[src/rtl/riscv_pkg.sv]
// Shared definitions for the fetch and decode/control stages.
package riscv_pkg;

  // Fetch stage control states
  typedef enum logic [1:0] {
    StIdle,
    StFetch,
    StHalt
  } fetch_state_e;

  // An all-zero word terminates a program
  localparam logic [31:0] HALT_WORD = 32'h0000_0000;

  localparam int unsigned IMEM_DEPTH = 32;

  // Major opcodes, consumed by decode/control
  localparam logic [6:0] OPC_LOAD  = 7'b0000011;
  localparam logic [6:0] OPC_STORE = 7'b0100011;
  localparam logic [6:0] OPC_BEQ   = 7'b1100011;
  localparam logic [6:0] OPC_RTYPE = 7'b0110011;
  localparam logic [6:0] OPC_ITYPE = 7'b0010011;

endpackage

[src/rtl/fetch_queue.sv]
// Two-entry prefetch FIFO of {index, instruction}. Entry 0 is always the head.
module fetch_queue #(
  parameter int unsigned ADDR_W  = 12,
  parameter int unsigned INSTR_W = 32
) (
  input  logic               clock,
  input  logic               reset,
  input  logic               push,
  input  logic [ADDR_W-1:0]  push_linha,
  input  logic [INSTR_W-1:0] push_instr,
  input  logic               pop,
  input  logic               flush,
  output logic [1:0]         count,
  output logic               head_valid,
  output logic [ADDR_W-1:0]  head_linha,
  output logic [INSTR_W-1:0] head_instr
);

  logic [ADDR_W-1:0]  linha_q [2];
  logic [ADDR_W-1:0]  linha_d [2];
  logic [INSTR_W-1:0] instr_q [2];
  logic [INSTR_W-1:0] instr_d [2];
  logic [1:0]         count_q, count_d;

  // Next-state: flush wins; push/pop shift entries toward the head
  always_comb begin
    linha_d = linha_q;
    instr_d = instr_q;
    count_d = count_q;
    if (flush) begin
      count_d = 2'd0;
    end else begin
      unique case ({push, pop})
        2'b10: begin
          linha_d[count_q[0]] = push_linha;
          instr_d[count_q[0]] = push_instr;
          count_d             = count_q + 2'd1;
        end
        2'b01: begin
          linha_d[0] = linha_q[1];
          instr_d[0] = instr_q[1];
          count_d    = count_q - 2'd1;
        end
        2'b11: begin
          if (count_q == 2'd1) begin
            linha_d[0] = push_linha;
            instr_d[0] = push_instr;
          end else begin
            linha_d[0] = linha_q[1];
            instr_d[0] = instr_q[1];
            linha_d[1] = push_linha;
            instr_d[1] = push_instr;
          end
        end
        default: ;
      endcase
    end
  end

  // Queue storage and occupancy
  always_ff @(posedge clock or negedge reset) begin
    if (!reset) begin
      linha_q <= '{default: '0};
      instr_q <= '{default: '0};
      count_q <= 2'd0;
    end else begin
      linha_q <= linha_d;
      instr_q <= instr_d;
      count_q <= count_d;
    end
  end

  // Head outputs read as zero while empty
  always_comb begin
    count      = count_q;
    head_valid = (count_q != 2'd0);
    head_linha = head_valid ? linha_q[0] : '0;
    head_instr = head_valid ? instr_q[0] : '0;
  end

endmodule

[src/rtl/instr_fetch_unit.sv]
// Fetch stage: program-loadable imem, fetch PC, and a 2-entry prefetch queue with
// branch-redirect flush.
module instr_fetch_unit #(
  parameter int unsigned IMEM_DEPTH  = riscv_pkg::IMEM_DEPTH,
  parameter int unsigned ADDR_W      = 12,
  parameter int unsigned INSTR_W     = 32,
  parameter int unsigned QUEUE_DEPTH = 2
) (
  input  logic                          clock,
  input  logic                          reset,
  input  logic                          load_en,
  input  logic [$clog2(IMEM_DEPTH)-1:0] load_addr,
  input  logic [INSTR_W-1:0]            load_data,
  input  logic                          start,
  input  logic                          redirect_valid,
  input  logic [ADDR_W-1:0]             redirect_target,
  input  logic                          instr_ready,
  output logic                          instr_valid,
  output logic [INSTR_W-1:0]            instrucao,
  output logic [ADDR_W-1:0]             instr_linha,
  output logic                          busy,
  output logic                          halted
);
  import riscv_pkg::*;

  localparam int unsigned IdxW = $clog2(IMEM_DEPTH);

  fetch_state_e       state_q, state_d;
  logic [ADDR_W-1:0]  pc_q, pc_d;
  logic [INSTR_W-1:0] imem [IMEM_DEPTH];
  logic [INSTR_W-1:0] word;
  logic [1:0]         queue_count;
  logic               push, pop, flush, space;

  // Program load, only while idle
  always_ff @(posedge clock) begin
    if (load_en && (state_q == StIdle)) begin
      imem[load_addr] <= load_data;
    end
  end

  // Next-state, PC and queue control; redirect overrides everything else
  always_comb begin
    state_d = state_q;
    pc_d    = pc_q;
    push    = 1'b0;
    flush   = 1'b0;
    pop     = instr_valid && instr_ready;
    space   = (32'(queue_count) < QUEUE_DEPTH) || pop;
    word    = imem[pc_q[IdxW-1:0]];
    unique case (state_q)
      StIdle: begin
        if (start) begin
          state_d = StFetch;
          pc_d    = '0;
        end
      end
      StFetch: begin
        if (redirect_valid) begin
          flush   = 1'b1;
          pc_d    = redirect_target;
          state_d = (32'(redirect_target) >= IMEM_DEPTH) ? StHalt : StFetch;
        end else if (space) begin
          if (word == HALT_WORD) begin
            state_d = StHalt;
          end else begin
            push = 1'b1;
            pc_d = pc_q + ADDR_W'(1);
            // Last imem entry: stop rather than wrap
            if (pc_q == ADDR_W'(IMEM_DEPTH - 1)) state_d = StHalt;
          end
        end
      end
      StHalt: begin
        if (redirect_valid) begin
          flush   = 1'b1;
          pc_d    = redirect_target;
          state_d = (32'(redirect_target) >= IMEM_DEPTH) ? StHalt : StFetch;
        end else if (start && (queue_count == 2'd0)) begin
          state_d = StFetch;
          pc_d    = '0;
        end
      end
      default: state_d = StIdle;
    endcase
  end

  // State and PC registers
  always_ff @(posedge clock or negedge reset) begin
    if (!reset) begin
      state_q <= StIdle;
      pc_q    <= '0;
    end else begin
      state_q <= state_d;
      pc_q    <= pc_d;
    end
  end

  fetch_queue #(
    .ADDR_W  (ADDR_W),
    .INSTR_W (INSTR_W)
  ) u_queue (
    .clock      (clock),
    .reset      (reset),
    .push       (push),
    .push_linha (pc_q),
    .push_instr (word),
    .pop        (pop && !flush),
    .flush      (flush),
    .count      (queue_count),
    .head_valid (instr_valid),
    .head_linha (instr_linha),
    .head_instr (instrucao)
  );

  // Status outputs
  always_comb begin
    busy   = (state_q == StFetch);
    halted = (state_q == StHalt) && (queue_count == 2'd0);
  end

endmodule

[config.mk]
export PLATFORM = sky130hd
export DESIGN_NAME = instr_fetch_unit
export DESIGN_NICKNAME = d
export VERILOG_FILES = /design/src/rtl/riscv_pkg.sv /design/src/rtl/fetch_queue.sv /design/src/rtl/instr_fetch_unit.sv
export SDC_FILE = /design/constraint.sdc
export NUM_CORES = 1
export LEC_CHECK = 0
export CORE_ASPECT_RATIO = 0.8
export CORE_UTILIZATION = 60
export CTS_CLUSTER_SIZE = 25
export DETAILED_ROUTE_END_ITERATION = 12
export PLACE_DENSITY = 0.75
export SETUP_SLACK_MARGIN = 0.02
export SYNTH_ARGS = -nofsm -noshare
export SYNTH_HDL_FRONTEND = slang
export SYNTH_SLANG_ARGS = --single-unit
[constraint.sdc]
create_clock -name clock -period 6.15 [get_ports clock]
set_input_delay 1.23 -clock clock [delete_from_list [all_inputs] [get_ports clock]]
set_output_delay 1.23 -clock clock [all_outputs]
set_load 0.02 [all_outputs]
==> impl_metrics.tcl <==
set metrics [dict create \
    crit_fanout 51 \
    drive_gt1_share_pct 20.4 \
    fp-row-count 89 \
    post_cts_resized 0 \
    critPathRequiredTime_ns 6.70 \
    reg2reg_setup_slack_ns 0.89 \
    final_util_pct 68.9 \
    place_congestion 0.863 \
    avgViaCountPerCell 6.79 \
    crit_chain "buf_12 > mux2_2 > a221oi_1 > o211ai_1 > a22oi_1 > nand4_1 > nor4_4 > a21oi_2 > and3_2 > buf_12 > mux2_1" \
    syn_nets 2406 \
    ir_drop_mv 0.291 \
    leakagePower_nw 16.3 \
    track_usage_pct 31.0 \
    synth_warnings 0 \
    io_pins 102 \
    r2r_start "pc_q[0]$_DFFE_PN0P_" \
    fin_crit_ns 5.26 \
    grt_util_met3_pct 7.11 \
    numPortBuffers 101 \
    cts.clk_slew.worst_paths_ns 0.06 \
    die_x_um 307 \
    dieHeight_um 246 \
    design.die.area_um2 75700 \
    grt_pass1_vias 23900 \
    post_cts_buffers 0 \
    grt_max_degree 77 \
    slew_violations 0 \
    mostFrequentLayoutCell "edfxtp_1" \
    routedWlPerCell_um 32.2 \
    clock_sinks 1128 \
    clock_latency_ns 0.69 \
    hold_path.class "reg2reg" \
    antenna_left 0 \
    core_um2 73800 \
    synth_area_um2 44800 \
    seq_area_frac_synth_pct 74.5 \
    hp-start "u_queue.linha_q[21]$_DFFE_PN0P_" \
    cp-end-kind "flip-flop" \
    hold_viol 0 \
    max_stage_delay_ns 0.92 \
    cts_root_buf "clkbuf_16" \
    drcViolationCount 0 \
    fin_nets 2576 \
    synthCells 2344 \
    wirelength_um 116000 \
    setup_violations 0 \
    n_fill_cell 4496 \
    power_density_nw_per_um2 399 \
    cpMaxStageDelayCell "dfrtp_4" \
    dp_hpwl_um 66100 \
    htreeDepth 3 \
    startpoint "pc_q[0]$_DFFE_PN0P_" \
    cts_hold_buf 0 \
    synth_ff_type "edfxtp_1" \
    drv_cap 0 \
    cts_buffer_depth 3 \
    grt_pass1_wl_um 166000 \
    cpMostUsedCell "buf_12" \
    worst_setup_path_start_kind "flip-flop" \
    tightest_slew_ns 1.31 \
    final-seq-area_um2 33400 \
    synth_edf_count 1024 \
    ys_seq_elements 1128 \
    fin_crit_sh_pct 85.6 \
    async_flop_share_pct 9.22 \
    initialDrtViolationCount 3591 \
    cp_top_family "compound AO/OA/AOI/OAI gates" \
    netlist-cell-type-count 61 \
    use_met2_pct 47.0 \
    initial_core_util_pct 60.6 \
    fin_ws_ns 0.888 \
    multi_input_area_um2 10900 \
    tns_ns 0 \
    critPathBufInv 2 \
    pre_cts_slack_ns 0.989 \
    relSlewSlack_pct 12.6 \
    antenna_found_initial 4 \
    drt-pass1-iter-count 6 \
    fin_skew_ns 0.0294 \
    layout_common_cells "edfxtp_1 (1024), mux4_2 (177), mux2i_1 (149)" \
    syn2layout_area_growth_pct 13.7 \
    busiest_layer "met2" \
    dr_total_vias 24400 \
    status "finished, final reports clean" \
    numCtsBuffers 104 \
    grtUsageMet1_pct 45.4 \
    grt-ovfl-total 0 \
    rsz0062_at_grt "no" \
    fmax_ghz 0.190 \
    cts_tree "built" \
    syn_area_per_cell_um2 19.1 \
    crit_type "reg2reg" \
    worstPathArrival_ns 5.81 \
]
==> worst reg2reg max path, stage by stage (launching register included) <==
cell and delay, ns:
dfrtp_4 0.92, buf_12 0.45, mux2_2 0.46, a221oi_1 0.55
o211ai_1 0.35, a22oi_1 0.25, nand4_1 0.32, nor4_4 0.55
a21oi_2 0.23, and3_2 0.43, buf_12 0.27, mux2_1 0.35
==> kinds of logic (layout without fill, tap and decap cells) <==
group / after synthesis / in the layout / synth area share [%]
adders and majority gates: 7 / 7 / 0.196
AOI/OAI and AO/OA: 297 / 297 / 4.90
and+or+nand+nor: 304 / 304 / 3.34
xor gates and xnor gates: 6 / 6 / 0.117
DFF: 1128 / 1128 / 74.5
other: 0 / 2 / 0
buffers and inverters: 162 / 415 / 1.85
muxes: 440 / 440 / 15.1
==> state kept, by name (all words and copies together), names as in the netlist <==
| name | flops |
|---|---|
| pc_q | 12 |
| imem | 1024 |
| u_queue.instr_q | 64 |
| state_q | 2 |
| u_queue.count | 2 |
| u_queue.linha_q | 24 |
==> per-stage QoR <==
| stage | cells | cell area, um^2 | power [mW] | hold slack [ns] |
|---|---|---|---|---|
| 2_1_floorplan | 2344 | 44800 | 12.1 | 0.449 |
| 3_3_place_gp | 3409 | 47600 | 13.9 | 0.459 |
| 3_5_place_dp | 3409 | 47600 | 14.0 | 0.469 |
| 4_1_cts | 3598 | 50900 | 20.3 | 0.486 |
| 5_1_grt | 3599 | 50900 | 20.9 | 0.497 |
| 6_report | 3600 | 50900 | 20.3 | 0.482 |
==> synth_stat cells, types with 23 or more instances <==
cell type     n  area [um^2]
mux2_2       45          507
a22oi_1      24          180
buf_2        23          115
o21ai_0      43          215
a21oi_1      44          220
o221ai_1     44          385
edfxtp_1   1024        30700
mux2_1       69          777
mux4_2      177         3990
nor2b_1      53          332
dfrtp_1     104         2600
nand2_1     115          432
o22ai_1      25          156
buf_4        23          173
nor2_1       52          195
mux2i_1     149         1490
clkbuf_1     67          251
==> where the power goes <==
| group | switching (mW) | internal (mW) |
|---|---|---|
| clock network | 2.78 | 3.56 |
| logic | 3.00 | 1.98 |
| registers | 0.247 | 8.73 |
==> final cells by class <==
type                       count  area share, %
timing repair buffer         204           3.89
antenna                        2        0.00983
sequential                  1128           65.6
clock buffer                 131           5.42
multi-input combinational   1054           21.4
inverter                      22          0.162
clock inverter                58           1.11
tap                         1001           2.46
==> layer usage <==
layer | routed length (um) | part of all wire (%)
met4 | 3700 | 3.2
met3 | 13900 | 12
met1 | 44700 | 39
met5 | 42 | 0.036
met2 | 53600 | 46
==> path summary, 6_finish.rpt <==
| kind | cells after the start | end |
|---|---|---|
| min in group asynchronous | 1 | u_queue.linha_q[22]$_DFFE_PN0P_ |
| setup / recovery | 11 | u_queue.instr_q[16]$_DFFE_PN0P_ |
| setup reg to reg | 11 | u_queue.instr_q[16]$_DFFE_PN0P_ |
| hold reg to reg | 1 | u_queue.linha_q[21]$_DFFE_PN0P_ |
| hold / removal | 1 | u_queue.linha_q[21]$_DFFE_PN0P_ |
| max in group asynchronous | 2 | pc_q[1]$_DFFE_PN0P_ |
No activity file was read; power rests on OpenSTA's default activity.
